`src/rtl/muldiv_unit.sv`:
```
// Iterative RV32M multiply/divide unit: shift-add multiply, restoring divide,
// with single-cycle fast paths for divide-by-zero, signed overflow and optional MUL.
module muldiv_unit #(
  parameter int DATA_W   = 32,
  parameter bit MUL_FAST = 1'b0,
  parameter int CNT_W    = $clog2(DATA_W) + 1
) (
  input  logic              clk,
  input  logic              reset,
  input  logic              start,
  input  logic [2:0]        funct3,
  input  logic [DATA_W-1:0] op_a,
  input  logic [DATA_W-1:0] op_b,
  input  logic              flush,
  output logic              busy,
  output logic              done,
  output logic [DATA_W-1:0] result
);

  localparam int W = DATA_W;

  typedef enum logic [1:0] {S_IDLE, S_CALC, S_FIN} state_t;

  state_t           state_q, state_d;
  logic [CNT_W-1:0] cnt_q, cnt_d;
  logic [2:0]       f3_q, f3_d;
  logic             sa_q, sa_d, sb_q, sb_d;
  logic [W-1:0]     opb_q, opb_d;
  logic [2*W-1:0]   acc_q, acc_d;
  logic [W-1:0]     result_q, result_d;
  logic             done_q, done_d;
  logic             busy_q, busy_d;

  logic             a_neg, b_neg, b_zero, ovf;
  logic [W-1:0]     mag_a, mag_b;
  logic [2*W-1:0]   fast_prod;
  logic [W:0]       sum, shifted, diff;

  function automatic logic [W-1:0] magnitude(input logic [W-1:0] v, input logic neg);
    logic signed [W-1:0] s;
    s = v;
    return neg ? W'(-s) : v;
  endfunction

  // Apply sign correction to the unsigned accumulator and pick the requested half.
  function automatic logic [W-1:0] finish_res(input logic [2:0] f3, input logic [2*W-1:0] acc,
                                              input logic sa, input logic sb);
    logic [2*W-1:0] prod;
    logic [W-1:0]   quo, rem;
    prod = (sa ^ sb) ? -acc : acc;
    quo  = (sa ^ sb) ? -acc[W-1:0] : acc[W-1:0];
    rem  = sa ? -acc[2*W-1:W] : acc[2*W-1:W];
    case (f3)
      3'b000:                 return prod[W-1:0];
      3'b001, 3'b010, 3'b011: return prod[2*W-1:W];
      3'b100, 3'b101:         return quo;
      default:                return rem;
    endcase
  endfunction

  always_comb begin
    a_neg     = (funct3 != 3'b011) && (funct3 != 3'b101) && (funct3 != 3'b111) && op_a[W-1];
    b_neg     = ((funct3 == 3'b001) || (funct3 == 3'b100) || (funct3 == 3'b110)) && op_b[W-1];
    mag_a     = magnitude(op_a, a_neg);
    mag_b     = magnitude(op_b, b_neg);
    b_zero    = (op_b == '0);
    ovf       = ((funct3 == 3'b100) || (funct3 == 3'b110)) &&
                (op_a == {1'b1, {(W-1){1'b0}}}) && (op_b == '1);
    fast_prod = {{W{1'b0}}, mag_a} * {{W{1'b0}}, mag_b};
  end

  always_comb begin
    state_d  = state_q;
    cnt_d    = cnt_q;
    f3_d     = f3_q;
    sa_d     = sa_q;
    sb_d     = sb_q;
    opb_d    = opb_q;
    acc_d    = acc_q;
    result_d = result_q;
    done_d   = 1'b0;
    sum      = '0;
    shifted  = '0;
    diff     = '0;
    case (state_q)
      S_IDLE: begin
        if (start) begin
          f3_d  = funct3;
          sa_d  = a_neg;
          sb_d  = b_neg;
          opb_d = mag_b;
          acc_d = {{W{1'b0}}, mag_a};
          cnt_d = CNT_W'(W);
          if (funct3[2] && b_zero) begin
            result_d = funct3[1] ? op_a : '1;
            done_d   = 1'b1;
            state_d  = S_FIN;
          end else if (ovf) begin
            result_d = funct3[1] ? '0 : op_a;
            done_d   = 1'b1;
            state_d  = S_FIN;
          end else if (MUL_FAST && !funct3[2]) begin
            result_d = finish_res(funct3, fast_prod, a_neg, b_neg);
            done_d   = 1'b1;
            state_d  = S_FIN;
          end else begin
            state_d = S_CALC;
          end
        end
      end
      S_CALC: begin
        if (!f3_q[2]) begin
          sum   = {1'b0, acc_q[2*W-1:W]} + (acc_q[0] ? {1'b0, opb_q} : '0);
          acc_d = {sum, acc_q[W-1:1]};
        end else begin
          shifted = {acc_q[2*W-1:W], acc_q[W-1]};
          diff    = shifted - {1'b0, opb_q};
          if (!diff[W]) acc_d = {diff[W-1:0], acc_q[W-2:0], 1'b1};
          else          acc_d = {shifted[W-1:0], acc_q[W-2:0], 1'b0};
        end
        cnt_d = cnt_q - CNT_W'(1);
        if (cnt_q == CNT_W'(1)) begin
          result_d = finish_res(f3_q, acc_d, sa_q, sb_q);
          done_d   = 1'b1;
          state_d  = S_FIN;
        end
      end
      S_FIN:   state_d = S_IDLE;
      default: state_d = S_IDLE;
    endcase
    // done/result are registered on entry to FIN, so a flush on that edge drops both.
    if (flush) begin
      state_d  = S_IDLE;
      done_d   = 1'b0;
      result_d = result_q;
    end
    busy_d = (state_d != S_IDLE);
  end

  always_ff @(posedge clk) begin
    if (reset) begin
      state_q  <= S_IDLE;
      cnt_q    <= '0;
      f3_q     <= '0;
      sa_q     <= 1'b0;
      sb_q     <= 1'b0;
      opb_q    <= '0;
      acc_q    <= '0;
      result_q <= '0;
      done_q   <= 1'b0;
      busy_q   <= 1'b0;
    end else begin
      state_q  <= state_d;
      cnt_q    <= cnt_d;
      f3_q     <= f3_d;
      sa_q     <= sa_d;
      sb_q     <= sb_d;
      opb_q    <= opb_d;
      acc_q    <= acc_d;
      result_q <= result_d;
      done_q   <= done_d;
      busy_q   <= busy_d;
    end
  end

  assign busy   = busy_q;
  assign done   = done_q;
  assign result = result_q;

endmodule

```
`config.mk`:
```
export PLATFORM = sky130hd
export DESIGN_NAME = muldiv_unit
export DESIGN_NICKNAME = d
export VERILOG_FILES = /design/src/rtl/muldiv_unit.sv
export SDC_FILE = /design/constraint.sdc
export NUM_CORES = 1
export LEC_CHECK = 0
export ABC_CLOCK_PERIOD_IN_PS = 10700
export BUFFER_PORTS_ARGS = -buffer_cell sky130_fd_sc_hd__buf_2
export CAP_MARGIN = 20
export CORE_AREA = 2 2 232 234
export CTS_CLUSTER_DIAMETER = 50
export DETAILED_ROUTE_END_ITERATION = 7
export DIE_AREA = 0 0 234 236
export GPL_TIMING_DRIVEN = 0
export HOLD_SLACK_MARGIN = 0.03
export PLACE_DENSITY = 0.56
export SYNTH_ARGS = -nofsm -noshare
export SYNTH_HDL_FRONTEND = slang
export SYNTH_SLANG_ARGS = --single-unit
```
`constraint.sdc`:
```
create_clock -name clk -period 10.7 [get_ports clk]
set_input_delay 2.14 -clock clk [delete_from_list [all_inputs] [get_ports clk]]
set_output_delay 2.14 -clock clk [all_outputs]
set_load 0.05 [all_outputs]
```
==> reports/qor.csv <==
metric;value;unit
synth_edf_count;0;
gr-total-overflow;0;
tritoncts;done;
power_density;112;nW/um^2
status;completed;
drc_errors;0;
critical-path-slowest-cell;buf_1;
critPathBufInv;8;
dieHeight;236;um
peakVddDrop;0.138;mV
cp_max_fo;10;
r2r_start;f3_q[2]$_SDFFE_PP0P_;
start_util;29.5;%
h-tree-depth;4;
leakagePower;6.72;nW
hold_start;result[14]$_SDFFE_PP0P_;
min_period;8.88;ns
stdcell_area;17800;sq um
cp_top_family;buffers and inverters;
grt_pass1_vias;17300;
synth_nets;2364;
clockRootBuffer;clkbuf_16;
grt_max_degree;17;
num-nets-final;2491;
viasPerCell;6.16;
via_count;18800;
rsz0062_at_grt;false;
clockBufferDepth;2;
ant_nets;0;
finalClockSkew;0.0165;ns
worst_pin_slew;1.23;ns
fmax;113;MHz
hold_viol;0;
finalCritPeriodShare;83.0;%
die-area;55200;sq um
async_flop_share;0;%
grt_usage;28.9;%
reg2reg_slack;1.82;ns
hp-class;reg2reg;
dpl_cell_area;17100;sq um
netlist_instances;2220;
cts_inserted_buffers;17;
clk_latency;0.48;ns
cp_cell_sequence;buf_2 > buf_2 > buf_1 > buf_2 > buf_2 > buf_1 > buf_1 > buf_2 > nor2b_1 > nor2_1 > ha_1 > o21ai_0 > nor4_1 > o21a_1 > o211ai_1 > or4_1 > nor2_1 > nor2_1 > xnor2_1 > a222oi_1 > o211ai_1 > o21ai_0 > nor2_1;
setup_tns;0;ns
gp_congestion;0.982;
io_buffers;103;
layoutNonFillerInstCount;3056;
syn_avg_cell_area;7.05;sq um
antenna_found_initial;1;
required;11.04;ns
cap_viol_max_count;0;
final_max_slew_viol_count;0;
ys_warn_count;0;
ys_seq_area_share;18.3;%
cts_setup_buffers;0;
num_rows;85;
synthDistinctLibCells;92;
cts_num_sinks;143;
wl;81600;um
synth_seq_cells;143;
area_delta_synth_final;13.4;%
cp_data_arrival_time;9.22;ns
hold_buffers;0;
drt-pass1-iter-count;6;
pin_count;105;
syn_area;15700;sq um
hpwl;65900;um
holdPathStages;2;
slowest_delay;0.78;ns
placedCellCount;3022;
routedWlPerCell;26.7;um
cp-start-kind;flip-flop;
cts_resized;0;
synth_ff_type;dfxtp_1;
grt_pass1_wl;118000;um
postLayoutCoreUtil;33.5;%
critPathKind;reg2reg;
dieWidth;234;um
first_iter_violations;2497;
reg2regPathDepth;23;
r2r-end;result[0]$_SDFFE_PP0P_;
core-area;53100;sq um
relSlewSlack;17.9;%
end_kind;flip-flop;
drive_gt1_share;9.54;%
clk_pin_slew;0.07;ns
hold_end;result[14]$_SDFFE_PP0P_;
setup_viol;0;
cp_common_cell;buf_2;
total_power;1.98;mW
## sequential cells by signal (all words and copies together), names as in the netlist
signal	cells
acc_q	64
busy	1
cnt_q	6
done	1
f3_q	3
opb_q	32
result	32
sa_q	1
sb_q	1
state_q	2
## metrics by stage
stage               hold slack [ns]  setup WS (ns)
finish                        0.462           1.82
global route                  0.492           1.68
CTS                           0.464           2.25
detailed placement            0.449           2.28
global placement              0.439           2.14
floorplan                     0.440           5.00
## Yosys cell counts, types with 6 or more instances
| library cell | instances | share of area (%) |
|---|---|---|
| a2111oi_0 | 9 | 0.50 |
| a211o_1 | 10 | 0.56 |
| a211oi_1 | 50 | 2.4 |
| a21o_1 | 28 | 1.3 |
| a21oi_1 | 219 | 7.0 |
| a221oi_1 | 15 | 0.84 |
| a22oi_1 | 39 | 1.9 |
| a311oi_1 | 11 | 0.62 |
| a31oi_1 | 33 | 1.3 |
| a41oi_1 | 6 | 0.34 |
| and2_1 | 50 | 2.0 |
| and3_1 | 13 | 0.52 |
| and4_1 | 8 | 0.45 |
| buf_1 | 13 | 0.31 |
| buf_2 | 26 | 0.83 |
| clkbuf_1 | 105 | 2.5 |
| dfxtp_1 | 143 | 18 |
| ha_1 | 71 | 5.7 |
| inv_1 | 72 | 1.7 |
| maj3_1 | 25 | 1.6 |
| mux2_2 | 19 | 1.4 |
| mux2i_1 | 41 | 2.6 |
| nand2_1 | 204 | 4.9 |
| nand2b_1 | 15 | 0.60 |
| nand3_1 | 33 | 1.1 |
| nand3b_1 | 6 | 0.29 |
| nand4_1 | 27 | 1.1 |
| nor2_1 | 240 | 5.8 |
| nor2b_1 | 17 | 0.68 |
| nor3_1 | 77 | 2.5 |
| nor3b_1 | 8 | 0.38 |
| nor4_1 | 29 | 1.2 |
| o211ai_1 | 30 | 1.4 |
| o21a_1 | 16 | 0.77 |
| o21ai_0 | 151 | 4.8 |
| o21bai_1 | 9 | 0.43 |
| o221ai_1 | 8 | 0.45 |
| o22ai_1 | 9 | 0.36 |
| o31ai_1 | 23 | 1.1 |
| o41ai_1 | 8 | 0.45 |
| or2_2 | 10 | 0.40 |
| or3_1 | 25 | 1.0 |
| or4_1 | 10 | 0.48 |
| xnor2_1 | 78 | 4.4 |
| xor2_1 | 81 | 4.5 |
## cell families after synthesis
group,share of synthesized area [%]
adders and majority gates,7.53
muxes,3.99
xor gates and xnor gates,8.89
buffers and inverters,5.63
DFF,18.3
AOI/OAI and AO/OA,31.1
and+or+nand+nor,24.5
## layer usage
metal | share of wire (%) | up-vias | GRT usage, %
met5 | 0.021 | - | 0
met4 | 4.8 | 2 | 13.2
met3 | 9.2 | 194 | 4.81
met2 | 42 | 1053 | 42.4
met1 | 44 | 9137 | 40.9
li1 | - | 8438 | -
## layout by cell type (no fill, tap or decap), types with 17 or more instances in the layout
cell type / n
a31oi_1: 33
inv_1: 72
and2_1: 50
nand4_1: 27
nand2_1: 204
o21ai_0: 151
nor2_1: 240
clkbuf_1: 105
nor3_1: 77
a21oi_1: 219
clkbuf_16: 17
mux2_2: 19
nand3_1: 33
a22oi_1: 39
xor2_1: 81
or3_1: 25
a211oi_1: 49
xnor2_1: 78
mux2i_1: 41
dfxtp_1: 143
ha_1: 71
buf_2: 130
o31ai_1: 23
nor2b_1: 17
o211ai_1: 30
maj3_1: 25
a21o_1: 28
nor4_1: 29
## how the worst max path moves through the flow
| stage | start | slack (ns) | cells past startpoint | to |
|---|---|---|---|---|
| 6_report | f3_q[2]$_SDFFE_PP0P_ | 1.82 | 23 | result[0]$_SDFFE_PP0P_ |
| 5_1_grt | f3_q[2]$_SDFFE_PP0P_ | 1.68 | 23 | result[0]$_SDFFE_PP0P_ |
| 4_1_cts | f3_q[2]$_SDFFE_PP0P_ | 2.25 | 23 | result[0]$_SDFFE_PP0P_ |
| 3_5_place_dp | f3_q[2]$_SDFFE_PP0P_ | 2.28 | 23 | result[0]$_SDFFE_PP0P_ |
| 3_3_place_gp | f3_q[2]$_SDFFE_PP0P_ | 2.14 | 22 | result[16]$_SDFFE_PP0P_ |
| 2_1_floorplan | op_b[0] | 5.00 | 16 | result[19]$_SDFFE_PP0P_ |
## power breakdown
group          switching [mW]  internal (mW)  total, mW
clock                   0.289          0.410      0.699
sequential             0.0395          0.558      0.597
combinational           0.474          0.214      0.688
## layout make-up
type | instances | area, sq um
fill | 5766 | 35300
multi-input combinational | 1856 | 11900
sequential | 143 | 2860
tap | 696 | 871
buffer | 147 | 603
timing repair buffer | 108 | 552
clock buffer | 20 | 467
inverter | 74 | 278
clock inverter | 11 | 179
antenna | 1 | 2.50
## worst reg2reg max path, cell delays in order (launching register included)
cell	delay, ns
dfxtp_1	0.33
buf_2	0.30
buf_2	0.37
buf_1	0.56
buf_2	0.44
buf_2	0.45
buf_1	0.71
buf_1	0.79
buf_2	0.52
nor2b_1	0.13
nor2_1	0.15
ha_1	0.26
o21ai_0	0.14
nor4_1	0.37
o21a_1	0.33
o211ai_1	0.21
or4_1	0.67
nor2_1	0.75
nor2_1	0.14
xnor2_1	0.17
a222oi_1	0.66
o211ai_1	0.14
o21ai_0	0.10
nor2_1	0.05
(Power assumes the default switching activity.)
